File: config.mk
export PLATFORM = sky130hd
export DESIGN_NAME = falling_piece_flat
export DESIGN_NICKNAME = d
export VERILOG_FILES = /design/src/rtl/falling_piece_if.sv /design/src/rtl/falling_piece.sv /design/src/flat_wrapper.sv
export SDC_FILE = /design/constraint.sdc
export NUM_CORES = 1
export LEC_CHECK = 0
export ABC_AREA = 1
export CAP_MARGIN = 0
export CORE_ASPECT_RATIO = 0.6
export CORE_UTILIZATION = 57
export DETAILED_ROUTE_END_ITERATION = 10
export PLACE_DENSITY = 0.87
export SYNTH_ARGS = -nofsm -noshare
export SYNTH_HDL_FRONTEND = slang
export SYNTH_SLANG_ARGS = --single-unit
File: constraint.sdc
create_clock -name clk -period 11.2 [get_ports clk]
set_clock_uncertainty 0.05 [all_clocks]
set_input_delay 1.68 -clock clk [delete_from_list [all_inputs] [get_ports clk]]
set_output_delay 1.68 -clock clk [all_outputs]
set_load 0.1 [all_outputs]
File: src/rtl/falling_piece_if.sv
// Signal bundle between the active-piece controller, its input sources and the
// settling stage that consumes the four cell coordinates.
interface falling_piece_if;
    logic       tick_fall;
    logic       btn_left;
    logic       btn_right;
    logic       btn_rot;
    logic       settle;
    logic [3:0] x1, x2, x3, x4;
    logic [4:0] y1, y2, y3, y4;
    logic [2:0] piece_type;
    logic [2:0] next_type;
    logic [1:0] rot;

    modport slave (
        input  tick_fall, btn_left, btn_right, btn_rot, settle,
        output x1, x2, x3, x4, y1, y2, y3, y4, piece_type, next_type, rot
    );

    modport master (
        output tick_fall, btn_left, btn_right, btn_rot, settle,
        input  x1, x2, x3, x4, y1, y2, y3, y4, piece_type, next_type, rot
    );
endinterface

File: src/rtl/falling_piece.sv
// Active-piece controller: spawns, drops, shifts and rotates the single falling
// tetromino and presents its four absolute cells to the settling stage.
module falling_piece #(
    parameter int         SPAWN_X   = 3,
    parameter int         HOLDOFF   = 2,
    parameter logic [7:0] LFSR_SEED = 8'hA5
) (
    input logic            clk,
    input logic            reset,
    falling_piece_if.slave pif
);
    // state | meaning
    // SPAWN | load a fresh piece from the preview at the spawn anchor
    // HOLD  | settle-time after a coordinate change; buttons dropped, ticks pended
    // FALL  | accept at most one action per cycle, checked against walls and floor
    typedef enum logic [1:0] {SPAWN, HOLD, FALL} state_t;

    localparam logic [2:0] SEED_TYPE = (LFSR_SEED[2:0] == 3'd7) ? 3'd0 : LFSR_SEED[2:0];

    // One nibble {dx, dy} per cell, cell 1 in the top nibble.
    function automatic logic [3:0][3:0] shape(input logic [2:0] t, input logic [1:0] r);
        logic [3:0][3:0] s;
        case ({t, r})
            5'b000_00: s = 16'h159D;
            5'b000_01: s = 16'h89AB;
            5'b000_10: s = 16'h26AE;
            5'b000_11: s = 16'h4567;
            5'b010_00: s = 16'h4159;
            5'b010_01: s = 16'h4596;
            5'b010_10: s = 16'h1596;
            5'b010_11: s = 16'h4156;
            5'b011_00: s = 16'h4815;
            5'b011_01: s = 16'h459A;
            5'b011_10: s = 16'h5926;
            5'b011_11: s = 16'h0156;
            5'b100_00: s = 16'h0459;
            5'b100_01: s = 16'h8596;
            5'b100_10: s = 16'h156A;
            5'b100_11: s = 16'h4152;
            5'b101_00: s = 16'h0159;
            5'b101_01: s = 16'h4856;
            5'b101_10: s = 16'h159A;
            5'b101_11: s = 16'h4526;
            5'b110_00: s = 16'h8159;
            5'b110_01: s = 16'h456A;
            5'b110_10: s = 16'h1592;
            5'b110_11: s = 16'h0456;
            default:   s = 16'h4859;
        endcase
        return s;
    endfunction

    state_t          state_q, state_d;
    logic [3:0]      cnt_q, cnt_d;
    logic            tick_pend_q, tick_pend_d;
    logic [7:0]      lfsr_q, lfsr_d;
    logic [2:0]      next_type_q, next_type_d;
    logic [2:0]      type_q, type_d;
    logic [4:0]      ax_q, ax_d;
    logic [4:0]      ay_q, ay_d;
    logic [1:0]      rot_q, rot_d;
    logic [3:0][3:0] x_q, x_d;
    logic [3:0][4:0] y_q, y_d;

    logic            gravity, button, load;
    logic [2:0]      cand_type;
    logic [4:0]      cand_ax, cand_ay;
    logic [1:0]      cand_rot;
    logic [3:0][3:0] cand_shape;
    logic [3:0][5:0] cx, cy;
    logic            cand_ok;

    always_comb begin
        lfsr_d      = {lfsr_q[6:0], lfsr_q[7] ^ lfsr_q[5] ^ lfsr_q[4] ^ lfsr_q[3]};
        gravity     = pif.tick_fall | tick_pend_q;
        button      = pif.btn_rot | pif.btn_left | pif.btn_right;
        state_d     = state_q;
        cnt_d       = cnt_q;
        tick_pend_d = tick_pend_q;
        type_d      = type_q;
        ax_d        = ax_q;
        ay_d        = ay_q;
        rot_d       = rot_q;
        x_d         = x_q;
        y_d         = y_q;
        load        = 1'b0;

        // Reset and spawn share the candidate path so reset cells come from the table too.
        cand_type = type_q;
        cand_ax   = ax_q;
        cand_ay   = ay_q;
        cand_rot  = rot_q;
        if (reset || state_q == SPAWN) begin
            cand_type = reset ? SEED_TYPE : next_type_q;
            cand_ax   = 5'(SPAWN_X);
            cand_ay   = 5'd0;
            cand_rot  = 2'd0;
        end else if (pif.btn_rot) begin
            cand_rot = rot_q + 2'd1;
        end else if (pif.btn_left) begin
            cand_ax = ax_q - 5'd1;
        end else if (pif.btn_right) begin
            cand_ax = ax_q + 5'd1;
        end else if (gravity) begin
            cand_ay = ay_q + 5'd1;
        end

        cand_shape = shape(cand_type, cand_rot);
        cand_ok    = 1'b1;
        for (int k = 0; k < 4; k++) begin
            cx[k] = {cand_ax[4], cand_ax} + {4'b0, cand_shape[3-k][3:2]};
            cy[k] = {1'b0, cand_ay} + {4'b0, cand_shape[3-k][1:0]};
            if (cx[k][5] || cx[k] > 6'd9 || cy[k] > 6'd19) cand_ok = 1'b0;
        end

        case (state_q)
            SPAWN: begin
                load    = 1'b1;
                state_d = HOLD;
                cnt_d   = 4'd0;
            end
            HOLD: begin
                if (pif.tick_fall) tick_pend_d = 1'b1;
                if (cnt_q == 4'(HOLDOFF - 1)) begin
                    state_d = FALL;
                    cnt_d   = 4'd0;
                end else begin
                    cnt_d = cnt_q + 4'd1;
                end
            end
            FALL: begin
                if (button) begin
                    if (pif.tick_fall) tick_pend_d = 1'b1;
                end else if (gravity) begin
                    tick_pend_d = 1'b0;
                end
                if ((button || gravity) && cand_ok) begin
                    load    = 1'b1;
                    state_d = HOLD;
                    cnt_d   = 4'd0;
                end
            end
            default: state_d = HOLD;
        endcase

        if (pif.settle && state_q != SPAWN) begin
            load        = 1'b0;
            state_d     = SPAWN;
            tick_pend_d = 1'b0;
        end

        if (reset) begin
            load        = 1'b1;
            state_d     = HOLD;
            cnt_d       = 4'd0;
            tick_pend_d = 1'b0;
            lfsr_d      = LFSR_SEED;
        end

        if (load) begin
            type_d = cand_type;
            ax_d   = cand_ax;
            ay_d   = cand_ay;
            rot_d  = cand_rot;
            for (int k = 0; k < 4; k++) begin
                x_d[k] = cx[k][3:0];
                y_d[k] = cy[k][4:0];
            end
        end

        next_type_d = (lfsr_d[2:0] == 3'd7) ? 3'd0 : lfsr_d[2:0];
    end

    always_ff @(posedge clk) begin
        state_q     <= state_d;
        cnt_q       <= cnt_d;
        tick_pend_q <= tick_pend_d;
        lfsr_q      <= lfsr_d;
        next_type_q <= next_type_d;
        type_q      <= type_d;
        ax_q        <= ax_d;
        ay_q        <= ay_d;
        rot_q       <= rot_d;
        x_q         <= x_d;
        y_q         <= y_d;
    end

    assign pif.x1         = x_q[0];
    assign pif.x2         = x_q[1];
    assign pif.x3         = x_q[2];
    assign pif.x4         = x_q[3];
    assign pif.y1         = y_q[0];
    assign pif.y2         = y_q[1];
    assign pif.y3         = y_q[2];
    assign pif.y4         = y_q[3];
    assign pif.piece_type = type_q;
    assign pif.next_type  = next_type_q;
    assign pif.rot        = rot_q;
endmodule
File: src/flat_wrapper.sv
// flat-port wrapper written by rule: the top's interface ports become plain ports
module falling_piece_flat 
#(
    parameter int         SPAWN_X   = 3,
    parameter int         HOLDOFF   = 2,
    parameter logic [7:0] LFSR_SEED = 8'hA5
)
  (clk, reset, pif_tick_fall, pif_btn_left, pif_btn_right, pif_btn_rot, pif_settle, pif_x1, pif_x2, pif_x3, pif_x4, pif_y1, pif_y2, pif_y3, pif_y4, pif_piece_type, pif_next_type, pif_rot);
  falling_piece_if pif_i ();
  input logic clk;
  input logic reset;
  input wire logic [$bits(pif_i.tick_fall)-1:0] pif_tick_fall;
  input wire logic [$bits(pif_i.btn_left)-1:0] pif_btn_left;
  input wire logic [$bits(pif_i.btn_right)-1:0] pif_btn_right;
  input wire logic [$bits(pif_i.btn_rot)-1:0] pif_btn_rot;
  input wire logic [$bits(pif_i.settle)-1:0] pif_settle;
  output wire logic [$bits(pif_i.x1)-1:0] pif_x1;
  output wire logic [$bits(pif_i.x2)-1:0] pif_x2;
  output wire logic [$bits(pif_i.x3)-1:0] pif_x3;
  output wire logic [$bits(pif_i.x4)-1:0] pif_x4;
  output wire logic [$bits(pif_i.y1)-1:0] pif_y1;
  output wire logic [$bits(pif_i.y2)-1:0] pif_y2;
  output wire logic [$bits(pif_i.y3)-1:0] pif_y3;
  output wire logic [$bits(pif_i.y4)-1:0] pif_y4;
  output wire logic [$bits(pif_i.piece_type)-1:0] pif_piece_type;
  output wire logic [$bits(pif_i.next_type)-1:0] pif_next_type;
  output wire logic [$bits(pif_i.rot)-1:0] pif_rot;
  assign pif_i.tick_fall = pif_tick_fall;
  assign pif_i.btn_left = pif_btn_left;
  assign pif_i.btn_right = pif_btn_right;
  assign pif_i.btn_rot = pif_btn_rot;
  assign pif_i.settle = pif_settle;
  assign pif_x1 = pif_i.x1;
  assign pif_x2 = pif_i.x2;
  assign pif_x3 = pif_i.x3;
  assign pif_x4 = pif_i.x4;
  assign pif_y1 = pif_i.y1;
  assign pif_y2 = pif_i.y2;
  assign pif_y3 = pif_i.y3;
  assign pif_y4 = pif_i.y4;
  assign pif_piece_type = pif_i.piece_type;
  assign pif_next_type = pif_i.next_type;
  assign pif_rot = pif_i.rot;
  falling_piece #(.SPAWN_X(SPAWN_X), .HOLDOFF(HOLDOFF), .LFSR_SEED(LFSR_SEED)) u_core (.clk(clk), .reset(reset), .pif(pif_i));
endmodule
# Yosys cells after proc, flatten, opt, wreduce, memory -nomap -nowiden

Memory sizes are Yosys's and may differ from the RTL's.
Index checks and enable logic that the tools add are counted.

Add/subtract/negate cells: 13
Multiply operators: 0
Div/mod/pow operators: 0
$lt $le $gt $ge: 8
Equality and inequality tests: 9
Shift operators: 0
Multiplexer cells: 33
Bitwise gates (word level): 6
Reduce and logical (&&, ||, !) cells: 21

Operators with widths:

| operator                                                       | count |
|---|---|
| two-way mux 5 bit                                              | 9 |
| adder 5 x 2 -> 6 bit                                           | 4 |
| adder 5 x 3 -> 6 bit                                           | 4 |
| greater-than comparator 6 x 4 -> 1 bit (second input constant) | 4 |
| greater-than comparator 6 x 5 -> 1 bit (second input constant) | 4 |
| one-hot mux 4 bit (3 select lines)                             | 1 |
| two-way mux 1 bit                                              | 11 |
| adder 5 x 1 -> 5 bit (second input constant)                   | 2 |
| logical OR 1 bit                                               | 10 |
| two-way mux 3 bit                                              | 3 |
| != test 3 x 1 -> 1 bit (second input constant)                 | 3 |
| two-way mux 2 bit                                              | 4 |
| two-way mux 4 bit                                              | 2 |
| AND reduction 2 bit                                            | 4 |
| subtractor 5 x 1 -> 5 bit (second input constant)              | 1 |
| adder 4 x 1 -> 4 bit (second input constant)                   | 1 |
| equality test 4 x 1 -> 1 bit (second input constant)           | 1 |
| != test 2 x 1 -> 1 bit (second input constant)                 | 2 |
| one-hot mux 1 bit (2 select lines)                             | 2 |
| one-hot mux 2 bit (2 select lines)                             | 1 |
| nonzero test 2 bit                                             | 2 |
| equality test 3 bit (second input constant)                    | 1 |
| OR 1 bit                                                       | 3 |
| nonzero test 3 bit                                             | 1 |
| 7 further kinds                                                | 10 |

Register bits: 69
Latch bits: 0
Memory bits (writable): 0
Bits in read-only memories: 512
Output and inout bits: 44
Logic and storage cells: 110
Memories kept: 1

Memories:

| memory          | depth | bits a word | read ports | clocked after memory_dff | write ports | RTL line            | RTL |
|---|---|---|---|---|---|---|---|
| (no name shown) | 32    | 16          | 1          | 0                        | 0           | falling_piece.sv:23 | `case ({t, r})` |

# Longest topological paths before layout

Depth after elaboration: 18
Depth in mapped cells: 29

# Least setup slack after synthesis

No wires, ideal clock.

Kind: input to register
Start point: in reset
End point: reg u_core.ax_q[0] (enable)
Library setup time: 0.536 ns
Data arrival time: 8.689 ns
Data required time: 10.614 ns
Setup slack: 1.924 ns
Stages on the path: 23
Path buffers: 1
Cells stage by stage: nor2_4 -> buf_2 -> inv_1 -> nor3_1 -> inv_1 -> ha_1 -> inv_1 -> nor2_1 -> a21oi_1 -> o32ai_1 -> a31oi_1 -> ha_1 -> inv_1 -> fa_1 -> nor2_1 -> nand2_2 -> nand2_1 -> nand2_2 -> nand2_1 -> nand3_1 -> nor2_1 -> nand3_2 -> o31ai_1

RTL lines:

| what                 | RTL line             | RTL |
|---|---|---|
| from (decl)          | flat_wrapper.sv:11   | `input logic reset;` |
| to (signal assigned) | falling_piece.sv:181 | `ax_q <= ax_d;` |
| to (decl)            | falling_piece.sv:59  | `logic [4:0] ax_q, ax_d;` |

# Worst setup path in the final report

Start point: in reset
End point: reg u_core.type_q[2] (netlist: u_core.pif.piece_type[2]) (enable)

Word-level cells in the longest chain between the ends: 16

Ends and longest elaborated chain:

| what                                                          | RTL line                                 | RTL |
|---|---|---|
| two-way mux 3 bit / logical OR 1 bit (equally long branches)  | falling_piece.sv:94, falling_piece.sv:93 |  |
| two-way mux 3 bit / two-way mux 2 bit (equally long branches) | falling_piece.sv:93                      | `if (reset \|\| state_q == SPAWN) begin` |
| memory (32 x 16 bit)                                          | n/a                                      |  |
| adder 5 x 3 -> 6 bit                                          | falling_piece.sv:111                     | `cx[k] = {cand_ax[4], cand_ax} + {4'b0, cand_shape[3-k][3:2]};` |
| greater-than comparator 6 x 4 -> 1 bit                        | falling_piece.sv:113                     | `if (cx[k][5] \|\| cx[k] > 6'd9 \|\| cy[k] > 6'd19) cand_ok = 1'b0;` |
| logical OR 1 bit (2 in series)                                | falling_piece.sv:113                     |  |
| two-way mux 1 bit (4 in series)                               | falling_piece.sv:113                     |  |
| logical AND 1 bit                                             | falling_piece.sv:137                     | `if ((button \|\| gravity) && cand_ok) begin` |
| two-way mux 1 bit                                             | falling_piece.sv:137                     |  |
| one-hot mux 1 bit (2 select lines)                            | falling_piece.sv:116                     | `case (state_q)` |
| two-way mux 1 bit                                             | falling_piece.sv:146                     | `if (pif.settle && state_q != SPAWN) begin` |
| two-way mux 1 bit *                                           | falling_piece.sv:152                     | `if (reset) begin` |
| net u_core.load                                               | falling_piece.sv:65                      | `logic gravity, button, load;` |
| to (signal assigned)                                          | falling_piece.sv:180                     | `type_q <= type_d;` |
| to (decl)                                                     | falling_piece.sv:58                      | `logic [2:0] type_q, type_d;` |

Mark *: on every way through the listed nets, which the timed path passes. The rest lies on a longest branch.
A chain may end at the register's enable or synchronous reset.

==> out/qor.yml <==
clocking:
  cts_root_buf: "clkbuf_16"
  clk_pin_slew_ps: 60
  numClockSinks: 69
  ctsResizeCount: 0
  cts_buffers: 9
  tritoncts: "done"
  postCtsSetupRepairBufs: 0
  clockBufferDepth: 2
  insertion_delay_ps: 340
  h-tree-depth: 3
  postCtsHoldBufs: 0
logic_synthesis:
  ys_warn_count: 0
  synth-edff-count: 51
  seq_area_frac_synth_pct: 41.2
  synth_seq_cells: 69
  async_reset_ff_share_pct: 0
  synth.distinct_cells: 43
  syn-num-nets: 598
  synth_flop_cell: "edfxtp_1"
  synth_area_sq_um: 4590
  syn_inst: 551
  avgSynthCellArea_sq_um: 8.33
placed_design:
  hpwlAfterDp_mm: 8.75
  dp.cells: 701
  place_congestion: 0.913
  port_buffers: 50
floorplan:
  coreArea_sq_um: 7540
  rows: 24
  die_height_um: 71.5
  die_x_um: 118
  io-pin-count: 51
  dieArea_sq_um: 8430
  start_util_pct: 60.9
routing:
  totalWireLength_mm: 11.8
  ant_nets: 0
  drc: 0
  vias_per_cell: 5.76
  dr.pass1.iters: 6
  drt_iter0_markers: 488
  routed-via-count: 4131
  wl_per_cell_um: 16.5
cells_and_area:
  seqCellArea_sq_um: 1890
  fin_cells: 717
  drive_gt1_share_pct: 9.30
  fin_util_pct: 73.8
  nets: 655
  area_growth_pct: 21.2
  n_antenna_cell: 0
  multi_input_area_sq_um: 2310
  n_fill_cell: 552
worst_setup_path:
  slowest_delay_ps: 710
  cp_slowest_cell: "o22ai_1"
  critPathMaxFanout: 48
  crit_path_cell_trace: "clkdlybuf4s50_1, nor2_4, inv_1, o22ai_1, clkinv_1, o21ai_0, nand3_1, o21ai_0, ha_1, fa_1, inv_1, nor2_1, a21oi_1, a21oi_1, nand3_1, nor2_2, nand3_2, o31ai_4, buf_4"
  arrival_ps: 7850
  cp_data_required_time_ps: 11120
  crit_path_end_kind: "flop"
  critical_path_class: "in2reg"
  start_kind: "primary input"
sta:
  worst_pin_slew_ps: 993
  worst_slew_margin_rel_pct: 33.6
  rsz0062_at_grt: "false"
  timing.final.crit_period_ps: 7930
  setup_tns_ps: 0
  final_max_slew_viol_count: 0
  whs_ps: 360
  hold_viol_final: 0
  finalCritPeriodShare_pct: 70.8
  setup_viol: 0
  fmax_ghz: 0.126
min_path:
  hp-class: "reg2reg"
grt:
  grt_pass1_wl_mm: 18.7
  grt_pass1_vias: 3754
  grt-ovfl-total: 0
  antenna_found_initial: 0
  track_usage_pct: 29.3
  grt_max_degree: 49
status:
  status: "finished clean"
run:
  maxCapViolCount: 0
-- layout make-up --
| cell class | count | share of cell area [%] |
|---|---|---|
| Clock buffer | 14 | 5.89 |
| Clock inverter | 2 | 0.270 |
| Inverter | 94 | 6.34 |
| Multi-Input combinational cell | 379 | 41.5 |
| Sequential cell | 69 | 34.0 |
| Tap cell | 104 | 2.34 |
| Timing Repair Buffer | 55 | 9.67 |
-- sequential cells by signal (all words and copies together), names as in the netlist, 4 cells and up --
signal         flops
u_core.pif.y4      5
u_core.ax_q        5
u_core.pif.x1      4
u_core.pif.y3      5
u_core.cnt_q       4
u_core.pif.x2      4
u_core.pif.y1      5
u_core.pif.y2      5
u_core.lfsr_q      8
u_core.pif.x4      4
u_core.ay_q        5
u_core.pif.x3      4
-- worst max-delay path, delay by kind of cell --
family / cells / cell delay [ps]
AO/OA/AOI/OAI: 6 / 2040
adder cells (fa/ha/maj): 2 / 530
buffers and inverters: 5 / 2300
AND/OR/NAND/NOR: 6 / 1220
-- synth_stat cells (4+ instances only) --
library cell  number  share of area [%]
edfxtp_1          51                 33
nor2_1            52                4.3
nand3_1           44                4.8
xnor2_1            4               0.76
a221oi_1           4               0.76
o21ai_0           18                2.0
inv_1             90                7.4
nor3_1             4               0.44
o21ai_1            5               0.55
clkbuf_1           4               0.33
a21oi_1           26                2.8
nand2_1          114                9.3
dfxtp_1           18                7.9
nand2_2            6               0.82
nor2_2             4               0.55
nand3b_1           5               0.82
ha_1              32                8.7
nand4_1            6               0.82
or2_2              6               0.82
nand3_2            5                1.1
o22ai_1            4               0.55
xor2_1             5               0.95
nor2_4             7                1.7
fa_1               8                3.5
-- metrics by stage --
stage | area [sq um] | setup WS, ps
global placement | 5220 | 3410
detailed placement | 5220 | 3190
global route | 5560 | 2870
CTS | 5560 | 3480
finish | 5560 | 3270
floorplan | 4590 | 1920
-- layout by cell type (no fill, tap or decap), drive strengths merged, types with 7 or more instances in the layout --
master,instances
clkdlybuf4s50,50
nor2,63
edfxtp,51
fa,8
nand4,7
dfxtp,18
inv,93
o21ai,23
clkbuf,14
nand2,122
nand3,50
ha,32
a21oi,26
-- per-layer routing --
layer  vias to the layer above  GRT usage (%)  routed length (um)
met5                         -              0                   0
met4                         0           11.8                 252
met3                        25           6.53                1290
met2                       285           43.9                4940
met1                      1894           41.4                5310
li1                       1927              -                   -
-- logic make-up (layout without fill, tap and decap cells) --
| kind of cell | after synthesis | count (layout) | share of synthesized area [%] |
|---|---|---|---|
| flops | 69 | 69 | 41.2 |
| fa+ha+maj | 40 | 40 | 12.2 |
| compound gates | 73 | 73 | 9.43 |
| simple gates | 257 | 257 | 26.6 |
| buf+inv | 103 | 165 | 8.83 |
| xor+xnor | 9 | 9 | 1.72 |
-- worst paths after layout --
kind	end	from	cells past startpoint	slack, ps
worst max-delay path	u_core.pif.piece_type[2]	reset	19	3270
worst max register to register	u_core.pif.piece_type[2]	u_core.state_q[0]	20	4650
worst min register to register	u_core.lfsr_q[7]	u_core.lfsr_q[6]	1	360
worst min-delay path	u_core.lfsr_q[7]	u_core.lfsr_q[6]	1	360
Power is not shown: default switching activity piles up to over one toggle a cycle in this logic, so the estimate is an artifact.
